--- src/rtl/sprite_mover_if.sv ---
// sprite_mover_if
//   Bundles the frame strobe, the four raw direction buttons and the sprite
//   position/status outputs of the sprite motion controller.
//   master : drives frame_tick and buttons, observes position/status
//   slave  : the motion controller itself
//   Signals:
//     frame_tick         one-cycle pulse per frame (start of vblank)
//     btn_up/down/left/right  asynchronous buttons, 1 = pressed
//     centerX, centerY   signed 11-bit sprite centre
//     moving             1 while a direction is being followed
//     hit_wall           one-cycle pulse when the last update was clamped
interface sprite_mover_if;
    logic                     frame_tick;
    logic                     btn_up;
    logic                     btn_down;
    logic                     btn_left;
    logic                     btn_right;
    logic signed [10:0]       centerX;
    logic signed [10:0]       centerY;
    logic                     moving;
    logic                     hit_wall;

    modport master (
        output frame_tick, btn_up, btn_down, btn_left, btn_right,
        input  centerX, centerY, moving, hit_wall
    );

    modport slave (
        input  frame_tick, btn_up, btn_down, btn_left, btn_right,
        output centerX, centerY, moving, hit_wall
    );
endinterface

--- src/rtl/sprite_mover.sv ---
// sprite_mover
//   Per-frame motion controller for the circle sprite. Buttons are
//   synchronised, then on every frame_tick the centre is moved by the current
//   speed along the held direction(s), speed ramps by one every ACCEL_FRAMES
//   moved frames up to VMAX, and the centre is clamped so the radius-R circle
//   stays inside the HACTIVE x VACTIVE active area.
//   Ports:
//     clk    pixel clock
//     reset  synchronous, active-high
//     bus    sprite_mover_if.slave (frame_tick, buttons in; centre, moving,
//            hit_wall out). All outputs are registered.
module sprite_mover #(
    parameter int HACTIVE      = 800,
    parameter int VACTIVE      = 600,
    parameter int R            = 50,
    parameter int VMAX         = 8,
    parameter int ACCEL_FRAMES = 4
) (
    input  logic           clk,
    input  logic           reset,
    sprite_mover_if.slave  bus
);

    localparam int DATA_W = 11;
    localparam int SUM_W  = 12;
    localparam int SPD_W  = $clog2(VMAX + 1);
    localparam int CNT_W  = (ACCEL_FRAMES > 1) ? $clog2(ACCEL_FRAMES) : 1;

    localparam logic signed [DATA_W-1:0] X_RST = DATA_W'(HACTIVE / 2);
    localparam logic signed [DATA_W-1:0] Y_RST = DATA_W'(VACTIVE / 2);
    localparam logic signed [SUM_W-1:0]  X_LO  = SUM_W'(R);
    localparam logic signed [SUM_W-1:0]  X_HI  = SUM_W'(HACTIVE - 1 - R);
    localparam logic signed [SUM_W-1:0]  Y_LO  = SUM_W'(R);
    localparam logic signed [SUM_W-1:0]  Y_HI  = SUM_W'(VACTIVE - 1 - R);
    localparam logic [SPD_W-1:0]         SPD_MAX  = SPD_W'(VMAX);
    localparam logic [CNT_W-1:0]         CNT_LAST = CNT_W'(ACCEL_FRAMES - 1);

    typedef enum logic [1:0] {
        IDLE   = 2'd0,
        RAMP   = 2'd1,
        CRUISE = 2'd2
    } state_t;

    // Button vectors are ordered {up, down, left, right}.
    logic [3:0]               btn_meta_q, btn_meta_d;
    logic [3:0]               btn_sync_q, btn_sync_d;

    state_t                   state_q, state_d;
    logic [SPD_W-1:0]         speed_q, speed_d;
    logic [CNT_W-1:0]         cnt_q, cnt_d;
    logic signed [DATA_W-1:0] center_x_q, center_x_d;
    logic signed [DATA_W-1:0] center_y_q, center_y_d;
    logic                     moving_q, moving_d;
    logic                     hit_wall_q, hit_wall_d;

    logic [SPD_W-1:0]         spd_cur;
    logic [CNT_W-1:0]         cnt_cur;
    logic signed [SUM_W-1:0]  sum_x;
    logic signed [SUM_W-1:0]  sum_y;
    logic                     hit_x;
    logic                     hit_y;
    logic                     any_dir;

    // Signed step for one axis: +spd, -spd, or 0 when neither or both of the
    // opposing buttons are held.
    function automatic logic signed [SUM_W-1:0] axis_step(
        input logic             pos,
        input logic             neg,
        input logic [SPD_W-1:0] spd
    );
        logic signed [SUM_W-1:0] mag;
        mag = signed'(SUM_W'(spd));
        if (pos && !neg) begin
            axis_step = mag;
        end else if (neg && !pos) begin
            axis_step = -mag;
        end else begin
            axis_step = '0;
        end
    endfunction

    // Saturate a 12-bit candidate into [lo, hi]; flags whether it was clipped.
    function automatic logic signed [DATA_W-1:0] clamp_axis(
        input  logic signed [SUM_W-1:0] v,
        input  logic signed [SUM_W-1:0] lo,
        input  logic signed [SUM_W-1:0] hi,
        output logic                    clipped
    );
        if (v < lo) begin
            clipped    = 1'b1;
            clamp_axis = DATA_W'(lo);
        end else if (v > hi) begin
            clipped    = 1'b1;
            clamp_axis = DATA_W'(hi);
        end else begin
            clipped    = 1'b0;
            clamp_axis = DATA_W'(v);
        end
    endfunction

    function automatic logic [SPD_W-1:0] speed_inc(input logic [SPD_W-1:0] s);
        if (s >= SPD_MAX) begin
            speed_inc = SPD_MAX;
        end else begin
            speed_inc = s + SPD_W'(1);
        end
    endfunction

    always_comb begin
        btn_meta_d = {bus.btn_up, bus.btn_down, bus.btn_left, bus.btn_right};
        btn_sync_d = btn_meta_q;

        state_d    = state_q;
        speed_d    = speed_q;
        cnt_d      = cnt_q;
        center_x_d = center_x_q;
        center_y_d = center_y_q;
        moving_d   = moving_q;
        hit_wall_d = 1'b0;

        spd_cur    = speed_q;
        cnt_cur    = cnt_q;
        sum_x      = '0;
        sum_y      = '0;
        hit_x      = 1'b0;
        hit_y      = 1'b0;
        any_dir    = ((btn_sync_q[0] ^ btn_sync_q[1]) |
                      (btn_sync_q[2] ^ btn_sync_q[3]));

        if (bus.frame_tick) begin
            if (!any_dir) begin
                state_d = IDLE;
                speed_d = '0;
                cnt_d   = '0;
            end else begin
                // Leaving IDLE starts the ramp at speed 1 before this move.
                if (state_q == IDLE) begin
                    spd_cur = SPD_W'(1);
                    cnt_cur = '0;
                end

                sum_x = $signed({center_x_q[DATA_W-1], center_x_q})
                      + axis_step(btn_sync_q[0], btn_sync_q[1], spd_cur);
                sum_y = $signed({center_y_q[DATA_W-1], center_y_q})
                      + axis_step(btn_sync_q[2], btn_sync_q[3], spd_cur);

                center_x_d = clamp_axis(sum_x, X_LO, X_HI, hit_x);
                center_y_d = clamp_axis(sum_y, Y_LO, Y_HI, hit_y);
                hit_wall_d = hit_x | hit_y;

                if (cnt_cur == CNT_LAST) begin
                    cnt_d   = '0;
                    speed_d = speed_inc(spd_cur);
                end else begin
                    cnt_d   = cnt_cur + CNT_W'(1);
                    speed_d = spd_cur;
                end

                state_d = (speed_d == SPD_MAX) ? CRUISE : RAMP;
            end
            moving_d = (state_d != IDLE);
        end
    end

    always_ff @(posedge clk) begin
        if (reset) begin
            btn_meta_q <= '0;
            btn_sync_q <= '0;
            state_q    <= IDLE;
            speed_q    <= '0;
            cnt_q      <= '0;
            center_x_q <= X_RST;
            center_y_q <= Y_RST;
            moving_q   <= 1'b0;
            hit_wall_q <= 1'b0;
        end else begin
            btn_meta_q <= btn_meta_d;
            btn_sync_q <= btn_sync_d;
            state_q    <= state_d;
            speed_q    <= speed_d;
            cnt_q      <= cnt_d;
            center_x_q <= center_x_d;
            center_y_q <= center_y_d;
            moving_q   <= moving_d;
            hit_wall_q <= hit_wall_d;
        end
    end

    assign bus.centerX  = center_x_q;
    assign bus.centerY  = center_y_q;
    assign bus.moving   = moving_q;
    assign bus.hit_wall = hit_wall_q;

endmodule

--- src/flat_wrapper.sv ---
// flat-port wrapper written by rule: the top's interface ports become plain ports
module sprite_mover_flat 
#(
    parameter int HACTIVE      = 800,
    parameter int VACTIVE      = 600,
    parameter int R            = 50,
    parameter int VMAX         = 8,
    parameter int ACCEL_FRAMES = 4
)
  (clk, reset, bus_frame_tick, bus_btn_up, bus_btn_down, bus_btn_left, bus_btn_right, bus_centerX, bus_centerY, bus_moving, bus_hit_wall);
  sprite_mover_if bus_i ();
  input  logic clk;
  input  logic reset;
  input wire logic [$bits(bus_i.frame_tick)-1:0] bus_frame_tick;
  input wire logic [$bits(bus_i.btn_up)-1:0] bus_btn_up;
  input wire logic [$bits(bus_i.btn_down)-1:0] bus_btn_down;
  input wire logic [$bits(bus_i.btn_left)-1:0] bus_btn_left;
  input wire logic [$bits(bus_i.btn_right)-1:0] bus_btn_right;
  output wire logic [$bits(bus_i.centerX)-1:0] bus_centerX;
  output wire logic [$bits(bus_i.centerY)-1:0] bus_centerY;
  output wire logic [$bits(bus_i.moving)-1:0] bus_moving;
  output wire logic [$bits(bus_i.hit_wall)-1:0] bus_hit_wall;
  assign bus_i.frame_tick = bus_frame_tick;
  assign bus_i.btn_up = bus_btn_up;
  assign bus_i.btn_down = bus_btn_down;
  assign bus_i.btn_left = bus_btn_left;
  assign bus_i.btn_right = bus_btn_right;
  assign bus_centerX = bus_i.centerX;
  assign bus_centerY = bus_i.centerY;
  assign bus_moving = bus_i.moving;
  assign bus_hit_wall = bus_i.hit_wall;
  sprite_mover #(.HACTIVE(HACTIVE), .VACTIVE(VACTIVE), .R(R), .VMAX(VMAX), .ACCEL_FRAMES(ACCEL_FRAMES)) u_core (.clk(clk), .reset(reset), .bus(bus_i));
endmodule
--- config.mk ---
export PLATFORM = sky130hd
export DESIGN_NAME = sprite_mover_flat
export DESIGN_NICKNAME = d
export VERILOG_FILES = /design/src/rtl/sprite_mover_if.sv /design/src/rtl/sprite_mover.sv /design/src/flat_wrapper.sv
export SDC_FILE = /design/constraint.sdc
export NUM_CORES = 1
export LEC_CHECK = 0
export CORE_ASPECT_RATIO = 0.9
export CORE_MARGIN = 5
export CORE_UTILIZATION = 30
export DETAILED_ROUTE_END_ITERATION = 10
export PLACE_DENSITY = 0.51
export SLEW_MARGIN = 10
export SYNTH_ARGS = -nofsm -noshare
export SYNTH_HDL_FRONTEND = slang
export SYNTH_SLANG_ARGS = --single-unit
export TNS_END_PERCENT = 20
--- constraint.sdc ---
create_clock -name clk -period 3.8 [get_ports clk]
set_input_delay 0.76 -clock clk [delete_from_list [all_inputs] [get_ports clk]]
set_output_delay 0.76 -clock clk [all_outputs]
set_load 0.05 [all_outputs]
==> results of run 1 <==
## registers in the layout (all words and copies together) (netlist names)
register and flops:
u_core.bus.centerY 11, u_core.cnt_q 2, u_core.speed_q 4, u_core.state_q 2
u_core.btn_meta_q 4, u_core.btn_sync_q 4, u_core.bus.moving 1, u_core.bus.centerX 11
u_core.bus.hit_wall 1
## cell usage in the layout, fill, tap and decap left out, types with 5 or more instances in the layout
cell	n
xnor2_1	7
buf_4	22
ha_1	29
o21ai_0	20
nor2_1	36
inv_1	23
xor2_1	9
nand2_1	24
clkdlybuf4s50_1	30
a21o_1	10
clkbuf_16	5
a21oi_1	25
nor2b_1	12
nand3_1	6
a22o_1	10
o22ai_1	7
and2_1	9
a211oi_1	5
nor3_1	9
dfxtp_1	40
nand2b_1	12
## metal layers
layer	routed length (um)	track usage (%)	up-vias
met5	0	0	-
met4	132	3.604	0
met3	266	1.530	12
met2	3859	21.20	71
met1	4150	17.71	1400
li1	-	-	1504
## repair_timing
action,in CTS,in global routing
endpoints found under the hold margin,0,0
setup buffers,0,2
pin swaps,1,6
setup endpoints to repair,8,18
gates resized for setup,1,14
## critical path: stages, from the launching register on
cell and delay [ps]:
dfxtp_1 320, or2_2 300, and2_4 180, ha_4 280, nand2_2 50, o21ai_2 160
inv_1 80, fa_2 570, nand2b_1 90, a221o_1 310, a2bb2oi_2 130, o22ai_1 100
a2111oi_2 410, o21ai_2 180, nand2b_1 170, a221o_1 310
## worst paths after layout
path,from,endpoint,slack [ps],cells past startpoint
worst max-delay path,u_core.state_q[1]$_SDFFE_PP0P_,u_core.bus.centerY[2]$_SDFFE_PP1P_,60,15
worst min-delay path,u_core.btn_meta_q[3]$_SDFF_PP0_,u_core.btn_sync_q[3]$_SDFF_PP0_,430,1
worst max register to register,u_core.state_q[1]$_SDFFE_PP0P_,u_core.bus.centerY[2]$_SDFFE_PP1P_,60,15
worst min register to register,u_core.btn_meta_q[3]$_SDFF_PP0_,u_core.btn_sync_q[3]$_SDFF_PP0_,430,1
## cell type report
type / count / share of cell area (%)
timing repair buffer: 52 / 11.84
tap: 129 / 4.106
clock buffer: 5 / 3.183
clock inverter: 3 / 1.082
inverter: 23 / 2.196
sequential: 40 / 20.37
multi-input combinational: 312 / 57.22
## through the flow
step / power, mW / instances
after floorplan: 0.7679 / 387
after global placement: 0.8889 / 554
after detailed placement: 0.8896 / 554
after CTS: 1.381 / 562
after global routing: 1.445 / 564
final: 1.378 / 564
## power breakdown
group	internal, mW	switching, mW	total [mW]	leakage [nW]
Clock	0.309	0.174	0.483	0.0798
Combinational	0.170	0.262	0.432	1.31
Sequential	0.443	0.0207	0.464	0.327
Total	0.921	0.457	1.38	1.72
## logic make-up after synthesis
family | after synthesis | synth area share (%)
AO/OA/AOI/OAI | 122 | 28.43
XOR/XNOR | 17 | 4.766
adder cells (fa/ha/maj) | 32 | 13.30
buffers and inverters | 35 | 4.646
flip-flops | 40 | 25.63
AND/OR/NAND/NOR | 141 | 23.23
==> results.txt, run 1 <==
Hold Fails Final Rpt: 0
CP Launch Type: flop
Post-CTS Hold Buffers: 0
CTS root buffer: clkbuf_16
Number of synthesized flops with an enable pin: 0
Footprint of the multi-input gates: 0.002250 sq mm
Drt wl/cell: 14.91 um
Clock sinks: 40
Final WL: 8408 um
PortBufs: 30
Clock Skews: 3.206 ps
Clk Latency, worst-skew pair: 280 ps
Gp weighted congestion: 0.8716
Crit Path Max Fanout: 6
Antenna viol nets, final: 0
WS Path Type: flop to flop
Synth warn: 0
Critical Path End Type: flop
Fin crit share: 98.37%
Arr. time, crit path: 3910 ps
Fin area: 0.003931 sq mm
Clock H-tree levels: 2
Fill cells: 1,068
Post-synth top flop: dfxtp_1
Area Overhead vs Synth: 25.83%
Clock transition at the registers of the reported paths: 60 ps
Top Ports: 31
DR vias/cell: 5.296
Cell taking the most area after synthesis: dfxtp_1
Pwr dens: 350.6 mW/mm^2
Slew headroom: 59.97%
FP Rows: 35
Initial DRC count: 115
Mean post-synth cell area: 8.073 sq um
Share of post-route cells with drive strength above 1: 13.56%
Min Hold Slack: 434.9 ps
DP Area: 0.003680 sq mm
Final Critical Period: 3738 ps
Die W: 117.6 um
Final net count: 473
Commonest cells in the netlist: 40 x dfxtp_1, 38 x nor2_1, 30 x ha_1
Clock Path Buffers: 2
Synth top area share: 25.63%
First-pass GRT wire length: 13,560 um
DRC Markers: 0
TritonRoute pass-1 iters: 4
CTS tree: built
Vias in the first global route: 2,828
Initial antenna violation count: 0
Final design utilization: 38.53%
Post-Syn Nets: 426
Die Area: 0.01256 sq mm
Via count: 2,987
Worst-margin pin slew: 598.3 ps
Maxcap violations: 0
Finish-stage setup viols: 0
DP Worst Slack: -28.18 ps
Slew Limit Fails: 0
Initial Utilization: 30.62%
Unique masters post-synth: 60
Peak Freq: 267.5 MHz
Gr usage total: 12.84%
Cells after Synth: 387
Cell with the most instances after synthesis: dfxtp_1
Synthesized flop and latch total: 40
Worst vdd ir: 147.7 uV
Core area: 0.01020 sq mm
Die Ht: 106.8 um
RSZ-0062 raised after global routing: yes
Setup ws final: 61.82 ps
Seq/Total Area, Yosys: 25.63%
HP Class: flop to flop
Ys async rst share: 0%
WP data required: 3970 ps
Post-Route Setup TNS: 0 ps
# diodes: 0
FF+latch area: 800.8 sq um
Leak: 1.721 nW
Grt total ovfl: 0
Number of buffers created by CTS: 5
Top cells by area, synth: dfxtp_1 26%, ha_1 12%, nor2_1 4.6%
Netlist Area Pre-Place: 0.003124 sq mm
Post-DP HPWL: 6435 um
Pin count of the biggest net entering global routing: 23
Outcome: finished, final reports clean
Note: power is estimated with default switching activity, not from simulation.
==> inputs of run 2 (changes only) <==
--- a/config.mk
+++ b/config.mk
@@ -9,8 +9,9 @@
 export CORE_MARGIN = 5
 export CORE_UTILIZATION = 30
 export DETAILED_ROUTE_END_ITERATION = 10
+export GPL_TIMING_DRIVEN = 0
+export HOLD_SLACK_MARGIN = 0.08
 export PLACE_DENSITY = 0.51
-export SLEW_MARGIN = 10
 export SYNTH_ARGS = -nofsm -noshare
 export SYNTH_HDL_FRONTEND = slang
 export SYNTH_SLANG_ARGS = --single-unit
==> run 2 against run 1 <==
- clock power rose by 6.4%
- routed wire length grew 1.9%
- count of clock-buffer cells in the layout up 1
- first-iteration DRC count shrank 37%
- via count is 0.64% lower
- non-clock buffer count up 6
- core utilization grew 1.5 points
- sequential power about the same
- worst setup slack got worse by 8.1 ps
- fmax is 0.22% lower
- critical path type unchanged
==> results.txt, run 2 (synthesis results as in run 1) <==
Outcome: finished, final reports clean
Worst vdd ir: 150.4 uV (+1.8%)
Clock Skews: 7.278 ps (+4.072 ps)
Post-DP HPWL: 6317 um (-1.8%)
Peak Freq: 266.9 MHz (-0.22%)
Fin crit share: 98.59% (+0.21 points)
Fin area: 0.004088 sq mm (+4.0%)
Setup crit start: u_core.state_q[1]$_SDFFE_PP0P_
PortBufs: 30 (unchanged)
Final net count: 479 (+1.3%)
Worst path depth: 15 (unchanged)
Final WL: 8569 um (+1.9%)
Commonest non-fill, non-tap cells in the layout: 38 x dfxtp_1, 34 x nor2_1, 30 x clkdlybuf4s50_1
RSZ-0062 raised after global routing: yes
Clock sinks: 40 (unchanged)
Commonest non-fill, non-tap cell in the layout: dfxtp_1
Core area: 0.01020 sq mm (unchanged)
Maxcap violations: 0 (unchanged)
HP Class: flop to flop
Number of buffers created by CTS: 5 (unchanged)
Slew headroom: 59.05% (-0.91 points)
DR vias/cell: 5.207 (-1.7%)
Die W: 117.6 um (unchanged)
Clock H-tree levels: 2 (unchanged)
WS Path Type: flop to flop
Via count: 2,968 (-0.64%)
Final Critical Period: 3746 ps (+8.066 ps)
First-pass GRT wire length: 14,010 um (+3.3%)
Slew Limit Fails: 0 (unchanged)
Critical path's top delay family: compound AO/OA/AOI/OAI gates
Initial Utilization: 30.62% (unchanged)
Cells along the critical path: or2_4 -> and2_4 -> ha_4 -> nand2_4 -> o21ai_4 -> inv_2 -> fa_2 -> nand2b_1 -> a221o_1 -> a2bb2oi_2 -> o22ai_2 -> a2111oi_4 -> o21ai_4 -> or2_1 -> a221oi_2
Arr. time, crit path: 3940 ps (+30 ps)
Drt wl/cell: 15.03 um (+0.84%)
CTS root buffer: clkbuf_16
TritonRoute pass-1 iters: 5 (+1)
DRC Markers: 0 (unchanged)
Antenna viol nets, final: 0 (unchanged)
WP data required: 4000 ps (+30 ps)
Final design utilization: 40.06% (+1.5 points)
Crit Path Max Fanout: 7 (+1)
Fill cells: 1,047 (-2.0%)
CP Launch Type: flop
DP Area: 0.003590 sq mm (-2.4%)
Initial antenna violation count: 0 (unchanged)
FP Rows: 35 (unchanged)
Initial DRC count: 73 (-37%)
Reg2reg end: u_core.bus.centerY[1]$_SDFFE_PP0P_
Most used cell, CP: o21ai_4
Die Area: 0.01256 sq mm (unchanged)
Clock Path Buffers: 2 (unchanged)
Hold Fails Final Rpt: 0 (unchanged)
Worst-margin pin slew: 611.9 ps (+13.63 ps)
Power Total: 1.435 mW (+4.1%)
Pin count of the biggest net entering global routing: 14 (-39%)
Reg2reg start: u_core.state_q[1]$_SDFFE_PP0P_
Top Ports: 31 (unchanged)
CTS tree: built
Critical Path Sink: u_core.bus.centerY[1]$_SDFFE_PP0P_
Area Overhead vs Synth: 30.84%
Clk Latency, worst-skew pair: 290 ps (about the same)
Clock transition at the registers of the reported paths: 70 ps (about the same)
Die Ht: 106.8 um (unchanged)
Max stage delay on crit path: 550 ps (-20 ps)
Worst Reg-to-Reg Cells: 15 (unchanged)
Slowest CP cell: fa_2
# diodes: 0 (unchanged)
Gr usage total: 13.18% (+0.34 points)
Hold path depth: 1 (unchanged)
Pwr dens: 350.9 mW/mm^2 (+0.11%)
Leak: 1.784 nW (+3.7%)
CP bufs+invs: 1 (unchanged)
Share of post-route cells with drive strength above 1: 16.78% (+3.2 points)
Vias in the first global route: 2,841 (+0.46%)
Gp weighted congestion: 0.8298 (-4.8%)
Grt total ovfl: 0 (unchanged)
Finish-stage setup viols: 0 (unchanged)
FF-to-FF setup slack: 50 ps (about the same)
Post-CTS Hold Buffers: 0 (unchanged)
Critical Path End Type: flop
[run 2: cell types whose count changed in the layout (fill, tap and decap cells not counted), sizes merged]
cell	before	now
clkinvlp	1	0
clkbuf	5	12
[run 2: where the power goes]
| group | switching (mW) | internal, mW |
|---|---|---|
| Sequential | 0.0198 | 0.442 |
| Combinational | 0.279 | 0.180 |
| Clock | 0.185 | 0.329 |
[run 2: final cells by class]
class / instances / area (sq um) / area share, %
Timing Repair Buffer: 48 / 435.4 / 10.65
Sequential cell: 40 / 808.3 / 19.77
Inverter: 23 / 86.33 / 2.112
Clock buffer: 6 / 138.9 / 3.398
Buffer: 10 / 51.30 / 1.255
Multi-Input combinational cell: 312 / 2367 / 57.91
Tap cell: 129 / 161.4 / 3.949
Clock inverter: 2 / 38.79 / 0.9489
[run 2: timing repair]
item                                    4_1_cts  5_1_grt
buffers inserted                              6       12
resized for setup                            12       30
pin swaps                                     7       20
endpoints found under the setup margin       19       18
[run 2: worst min path at each step]
stage,from,end
after floorplan,u_core.btn_meta_q[0]$_SDFF_PP0_,u_core.btn_sync_q[0]$_SDFF_PP0_
after global placement,u_core.btn_meta_q[2]$_SDFF_PP0_,u_core.btn_sync_q[2]$_SDFF_PP0_
after detailed placement,u_core.btn_meta_q[0]$_SDFF_PP0_,u_core.btn_sync_q[0]$_SDFF_PP0_
after CTS,u_core.btn_meta_q[0]$_SDFF_PP0_,u_core.btn_sync_q[0]$_SDFF_PP0_
after global routing,u_core.btn_meta_q[3]$_SDFF_PP0_,u_core.btn_sync_q[3]$_SDFF_PP0_
final,u_core.btn_meta_q[0]$_SDFF_PP0_,u_core.btn_sync_q[0]$_SDFF_PP0_
[run 2: stage by stage]
step / TNS, ps / hold slack, ps / std cells / worst slack (ps)
2_1_floorplan: 0 / 413.8 / 387 / 0.6259
6_report: 0 / 440.3 / 570 / 53.76
5_1_grt: -287.1 / 459.4 / 570 / -89.30
4_1_cts: 0 / 445.1 / 558 / 16.31
3_3_place_gp: -7201 / 425.2 / 546 / -525.4
3_5_place_dp: -7017 / 429.5 / 546 / -531.0
[run 2: per-layer routing]
layer | vias up | GRT usage [%] | share of wire [%]
met2 | 51 | 21.89 | 47
met3 | 6 | 1.741 | 2.8
li1 | 1512 | - | -
met1 | 1399 | 18.27 | 49
met4 | 0 | 2.948 | 0.96
met5 | - | 0 | 0
